--- src/rtl/prog_loader_ctrl.sv ---
// ---------------------------------------------------------------------------
// prog_loader_ctrl
//
// Loads a pipelined MIPS core before it runs, then runs it for a fixed budget:
//   1. writes every architectural register (index pattern or stream words),
//   2. writes the program from the stream into instruction memory,
//   3. NOP-fills the rest of instruction memory,
//   4. keeps the core in reset for RST_HOLD cycles,
//   5. releases the core for RUN_CYCLES cycles, then reports done.
//
// Ports
//   clk, rst            clock, asynchronous active-low reset
//   start, reg_src      begin a sequence (only in IDLE/DONE); register source select
//   s_valid/s_ready/s_data/s_last
//                       host word stream. A word moves only in a cycle where
//                       s_valid && s_ready. s_ready depends on state alone and
//                       never on s_valid. The host may stall at any time.
//   rf_we/rf_addr/rf_wdata        register file write port (registered)
//   imem_we/imem_addr/imem_wdata  instruction memory write port (registered)
//   core_rst            active-high reset to the core (low only while running)
//   busy, done, ovf     status; ovf is sticky until the next start
//   inst_count          number of instruction words accepted
//   cycle_cnt           core run cycles elapsed (saturating)
//   dbgState            current FSM state encoding, for observation only
// ---------------------------------------------------------------------------
module prog_loader_ctrl #(
   parameter int DATA_W     = 32,
   parameter int IMEM_AW    = 16,
   parameter int NREGS      = 32,
   parameter int RST_HOLD   = 2,
   parameter int RUN_CYCLES = 40,
   parameter int CNT_W      = 16,
   localparam int RF_AW     = (NREGS > 1) ? $clog2(NREGS) : 1
) (
   input  logic               clk,
   input  logic               rst,
   input  logic               start,
   input  logic               reg_src,
   input  logic               s_valid,
   output logic               s_ready,
   input  logic [DATA_W-1:0]  s_data,
   input  logic               s_last,
   output logic               rf_we,
   output logic [RF_AW-1:0]   rf_addr,
   output logic [DATA_W-1:0]  rf_wdata,
   output logic               imem_we,
   output logic [IMEM_AW-1:0] imem_addr,
   output logic [DATA_W-1:0]  imem_wdata,
   output logic               core_rst,
   output logic               busy,
   output logic               done,
   output logic               ovf,
   output logic [IMEM_AW:0]   inst_count,
   output logic [CNT_W-1:0]   cycle_cnt,
   output logic [2:0]         dbgState
);

   localparam int HOLD_W = (RST_HOLD > 1) ? $clog2(RST_HOLD) : 1;
   localparam int RUN_W  = (RUN_CYCLES > 1) ? $clog2(RUN_CYCLES) : 1;

   localparam logic [HOLD_W-1:0]  HOLD_LAST = HOLD_W'(RST_HOLD - 1);
   localparam logic [RUN_W-1:0]   RUN_LAST  = RUN_W'(RUN_CYCLES - 1);
   localparam logic [RF_AW-1:0]   LAST_REG  = RF_AW'(NREGS - 1);
   localparam logic [IMEM_AW-1:0] LAST_ADDR = {IMEM_AW{1'b1}};
   localparam logic [CNT_W-1:0]   CNT_MAX   = {CNT_W{1'b1}};

   typedef enum logic [2:0] {
      IDLE = 3'd0,
      REGS = 3'd1,
      INST = 3'd2,
      FILL = 3'd3,
      HOLD = 3'd4,
      RUN  = 3'd5,
      DONE = 3'd6
   } stateE;

   stateE              state;
   stateE              stateNext;

   // register source is captured at start so a mid-load change cannot
   // mix the two register patterns
   logic               regSrcQ;
   logic [RF_AW-1:0]   regIdx;
   logic [IMEM_AW-1:0] fillAddr;
   logic [HOLD_W-1:0]  holdCnt;
   logic [RUN_W-1:0]   runCnt;

   // decisions made this cycle, turned into registered write strobes
   logic               startHit;
   logic               rfWeNext;
   logic [DATA_W-1:0]  rfDataNext;
   logic               imWeNext;
   logic [IMEM_AW-1:0] imAddrNext;
   logic [DATA_W-1:0]  imDataNext;
   logic               ovfSet;

   // -------------------------------------------------------------------------
   // State register
   // -------------------------------------------------------------------------
   always_ff @(posedge clk or negedge rst) begin
      if (!rst) begin
         state <= IDLE;
      end else begin
         state <= stateNext;
      end
   end

   // -------------------------------------------------------------------------
   // Next state, status outputs and write decisions
   // -------------------------------------------------------------------------
   always_comb begin
      stateNext  = state;
      s_ready    = 1'b0;
      core_rst   = 1'b1;
      busy       = 1'b1;
      done       = 1'b0;
      startHit   = 1'b0;
      rfWeNext   = 1'b0;
      rfDataNext = '0;
      imWeNext   = 1'b0;
      imAddrNext = inst_count[IMEM_AW-1:0];
      imDataNext = '0;
      ovfSet     = 1'b0;

      case (state)
         IDLE, DONE: begin
            busy = 1'b0;
            done = (state == DONE);
            if (start) begin
               startHit  = 1'b1;
               stateNext = REGS;
            end
         end

         REGS: begin
            if (regSrcQ) begin
               s_ready = 1'b1;
               if (s_valid) begin
                  rfWeNext   = 1'b1;
                  rfDataNext = s_data;
               end
            end else begin
               rfWeNext   = 1'b1;
               rfDataNext = DATA_W'(regIdx);
            end
            if (rfWeNext && (regIdx == LAST_REG)) begin
               stateNext = INST;
            end
         end

         INST: begin
            s_ready = 1'b1;
            if (s_valid) begin
               imWeNext   = 1'b1;
               imDataNext = s_data;
               // the top address ends loading either way; without s_last
               // the program did not fit and the tail is dropped
               if (inst_count[IMEM_AW-1:0] == LAST_ADDR) begin
                  ovfSet    = !s_last;
                  stateNext = HOLD;
               end else if (s_last) begin
                  stateNext = FILL;
               end
            end
         end

         FILL: begin
            imWeNext   = 1'b1;
            imAddrNext = fillAddr;
            if (fillAddr == LAST_ADDR) begin
               stateNext = HOLD;
            end
         end

         HOLD: begin
            if (holdCnt == HOLD_LAST) begin
               stateNext = RUN;
            end
         end

         RUN: begin
            core_rst = 1'b0;
            if (runCnt == RUN_LAST) begin
               stateNext = DONE;
            end
         end

         default: begin
            stateNext = IDLE;
         end
      endcase
   end

   assign dbgState = state;

   // -------------------------------------------------------------------------
   // Counters, sticky flag and registered write ports
   // -------------------------------------------------------------------------
   always_ff @(posedge clk or negedge rst) begin
      if (!rst) begin
         regSrcQ    <= 1'b0;
         regIdx     <= '0;
         fillAddr   <= '0;
         holdCnt    <= '0;
         runCnt     <= '0;
         inst_count <= '0;
         cycle_cnt  <= '0;
         ovf        <= 1'b0;
         rf_we      <= 1'b0;
         rf_addr    <= '0;
         rf_wdata   <= '0;
         imem_we    <= 1'b0;
         imem_addr  <= '0;
         imem_wdata <= '0;
      end else begin
         rf_we   <= rfWeNext;
         imem_we <= imWeNext;
         if (rfWeNext) begin
            rf_addr  <= regIdx;
            rf_wdata <= rfDataNext;
         end
         if (imWeNext) begin
            imem_addr  <= imAddrNext;
            imem_wdata <= imDataNext;
         end

         if (startHit) begin
            regSrcQ    <= reg_src;
            regIdx     <= '0;
            fillAddr   <= '0;
            holdCnt    <= '0;
            runCnt     <= '0;
            inst_count <= '0;
            cycle_cnt  <= '0;
            ovf        <= 1'b0;
         end else begin
            case (state)
               REGS: begin
                  if (rfWeNext) begin
                     regIdx <= regIdx + 1'b1;
                  end
               end
               INST: begin
                  if (imWeNext) begin
                     inst_count <= inst_count + 1'b1;
                     // fill resumes right after the last program word
                     fillAddr   <= inst_count[IMEM_AW-1:0] + 1'b1;
                     if (ovfSet) begin
                        ovf <= 1'b1;
                     end
                  end
               end
               FILL: fillAddr <= fillAddr + 1'b1;
               HOLD: holdCnt  <= holdCnt + 1'b1;
               RUN: begin
                  runCnt <= runCnt + 1'b1;
                  if (cycle_cnt != CNT_MAX) begin
                     cycle_cnt <= cycle_cnt + 1'b1;
                  end
               end
               default: begin
               end
            endcase
         end
      end
   end

endmodule

--- config.mk ---
export PLATFORM = sky130hd
export DESIGN_NAME = prog_loader_ctrl
export DESIGN_NICKNAME = d
export VERILOG_FILES = /design/src/rtl/prog_loader_ctrl.sv
export SDC_FILE = /design/constraint.sdc
export NUM_CORES = 1
export LEC_CHECK = 0
export CAP_MARGIN = 20
export CORE_MARGIN = 2
export CORE_UTILIZATION = 30
export CTS_BUF_LIST = sky130_fd_sc_hd__clkbuf_4
export DETAILED_ROUTE_END_ITERATION = 10
export HOLD_SLACK_MARGIN = 0.05
export PLACE_DENSITY = 0.53
export SLEW_MARGIN = 10
export SYNTH_ARGS = -nofsm -noshare
export SYNTH_HDL_FRONTEND = slang
export SYNTH_SLANG_ARGS = --single-unit
--- constraint.sdc ---
create_clock -name clk -period 2.8 [get_ports clk]
set_input_delay 0.28 -clock clk [delete_from_list [all_inputs] [get_ports clk]]
set_output_delay 0.28 -clock clk [all_outputs]
set_load 0.05 [all_outputs]
==> flow_summary.yaml <==
floorplanning:
  fp.dieW_um: 163
  dieArea_sq_um: 26400
  ios: 166
  coreArea_sq_um: 25000
  fp.dieH_um: 163
  start_util_pct: 30.2
  rows: 58
logic_synthesis:
  netlist_instances: 783
  ys_seq_area_share_pct: 50.7
  ys_warn_count: 0
  synth_common_cells: "dfrtp_1 (153), nand2_1 (114), nor2_1 (64)"
  avgSynthCellArea_sq_um: 9.64
  synthFlopType: "dfrtp_1"
  yosysMostFrequentCell: "dfrtp_1"
  synth_area_leader_cell: "dfrtp_1"
  synth_edf_count: 0
  ys_ff_latch: 153
  ys_types: 57
  synth_area_sq_um: 7540
  syn_nets: 827
  ys_top_cells_by_area: "dfrtp_1 (51%), a22o_1 (7.3%), nand2_1 (5.7%)"
  synthArstFlopShare_pct: 100
  synth_top_area_share_pct: 50.7
setup_path:
  cp_max_fo: 20
  cp.arrival_ns: 2.26
  endpoint_kind: "primary output"
  reg2reg_depth: 9
  r2r-end: "fillAddr[10]"
  cp.required_ns: 2.52
  r2r-start: "dbgState[2]"
  cp-start-kind: "register"
  path_class: "reg -> out"
  r2r_setup_slack_ns: 0.41
timing:
  drv_slew: 0
  holdWs_ns: 0.261
  setup_viol: 0
  slew-limit-headroom_pct: 41.0
  finalCritPeriodShare_pct: 90.9
  rsz0062_at_grt: "false"
  tns_ns: 0
  max_freq_ghz: 0.393
  clock_skew_ns: 0.0215
  hold_viol: 0
  worstMarginPinSlew_ns: 0.876
  fin_crit_ns: 2.54
global_routing:
  grt_pass1_wl_um: 36600
  grt_use_total_pct: 17.7
  overflow: 0
  antenna_found_initial: 1
  grt_pass1_vias: 6311
  grt_max_degree: 56
status:
  status: "finished, final reports clean"
clock_tree:
  postCtsSetupBuffers: 0
  cts.sinks: 153
  clkSlewWorstSetupHoldPaths_ns: 0.16
  cts.path.max_buffers: 2
  clk_latency_ns: 0.54
  cts_tree: "yes"
  cts-buffers-inserted: 17
  root_buffer: "clkbuf_4"
  htree_levels: 4
detailed_routing:
  avgViaCountPerCell: 5.09
  wirelength_um: 23000
  drc: 0
  final_antenna_net_count: 0
  avgRoutedWirePerCell_um: 18.1
  drtPass1Iterations: 4
  vias: 6490
  drt_iter0_markers: 456
placed_design:
  io_buffers: 165
  gp_congestion: 0.850
  dpl.hpwl_um: 15600
final_layout:
  drive_gt1_share_pct: 8.25
  num-nets-final: 976
  syn_to_final_growth_pct: 30.8
  fillCellCount: 2523
pwr:
  ir_drop_mv: 0.655
  p_per_area_nw_per_um2: 1070
  leakage_uw: 0.00410
hold_path:
  hold_path.class: "in -> async"
flow_run:
  maxCapViolCount: 0
[report_power, final]
part	switching (uW)	internal (uW)	total, uW
logic	3920	1970	5890
registers	468	2830	3300
clock network	896	459	1360
[repair_timing]
action / in CTS / in global routing
gates resized for setup: 0 / 1
endpoints found under the setup margin: 0 / 1
hold endpoints to repair: 52 / 0
hold buffers: 1 / 0
[worst max path at each step]
stage | from | to
after floorplan | dbgState[0] | fillAddr[12]
after global placement | s_valid | fillAddr[0]
after detailed placement | s_valid | fillAddr[0]
after CTS | dbgState[1] | core_rst
after global routing | dbgState[0] | done
final | dbgState[0] | done
[worst max-delay path, stage by stage (launching register included)]
cell and delay (ns):
dfrtp_2 0.42, buf_4 0.20, and3b_1 0.26, clkdlybuf4s50_1 0.85
[placed cells by master, fill, tap and decap left out, types with 19 or more instances in the layout]
cell type,instances
buf_4,29
o21ai_1,28
xor2_1,19
xnor2_1,21
clkdlybuf4s50_1,161
nand3_1,26
dfrtp_1,150
nand4_1,20
a21oi_1,23
o2bb2ai_1,27
nor2_1,64
a22o_1,63
nand2_1,114
[cell families after synthesis]
group	Yosys count	share of synthesized area, %
flops	153	50.7
xor+xnor	40	4.64
buf+inv	76	4.15
compound gates	209	20.0
mux	7	0.929
fa+ha+maj	6	0.995
simple gates	292	18.6
[layer usage]
metal	part of all wire, %	vias up	track usage [%]
met2	46	174	27.0
met3	6.5	24	5.42
met1	46	3156	24.4
li1	-	3136	-
met5	0	-	0
met4	1.5	0	4.71
[area by class of cell]
type	count	area, sq um	area share, %
diodes	1	2.50	0.0254
clock buffers	17	128	1.29
clock inverters	15	139	1.41
inverters	11	41.3	0.418
multi-input cells	554	3410	34.6
flip-flops and latches	153	3830	38.8
well taps	330	413	4.18
repair buffers	195	1900	19.3
[state kept, by name, summed over array words and instances, names as in the netlist, 3 cells and up]
name        cells
fillAddr       16
rf_addr         5
imem_wdata     32
runCnt          6
regIdx          5
cycle_cnt      16
imem_addr      16
inst_count     17
rf_wdata       32
dbgState        3
[through the flow]
stage	util [%]	power [uW]	instance area [sq um]	std cells	setup slack, ns
4_1_cts	39.5	10700	9860	1275	0.0420
3_3_place_gp	38.4	9250	9590	1242	0.418
6_report	39.5	10500	9870	1276	0.256
2_1_floorplan	-	7270	7560	783	0.00329
5_1_grt	39.5	11200	9870	1276	0.0857
3_5_place_dp	38.4	9260	9590	1242	0.399
Power figures use the tool's default switching activity.
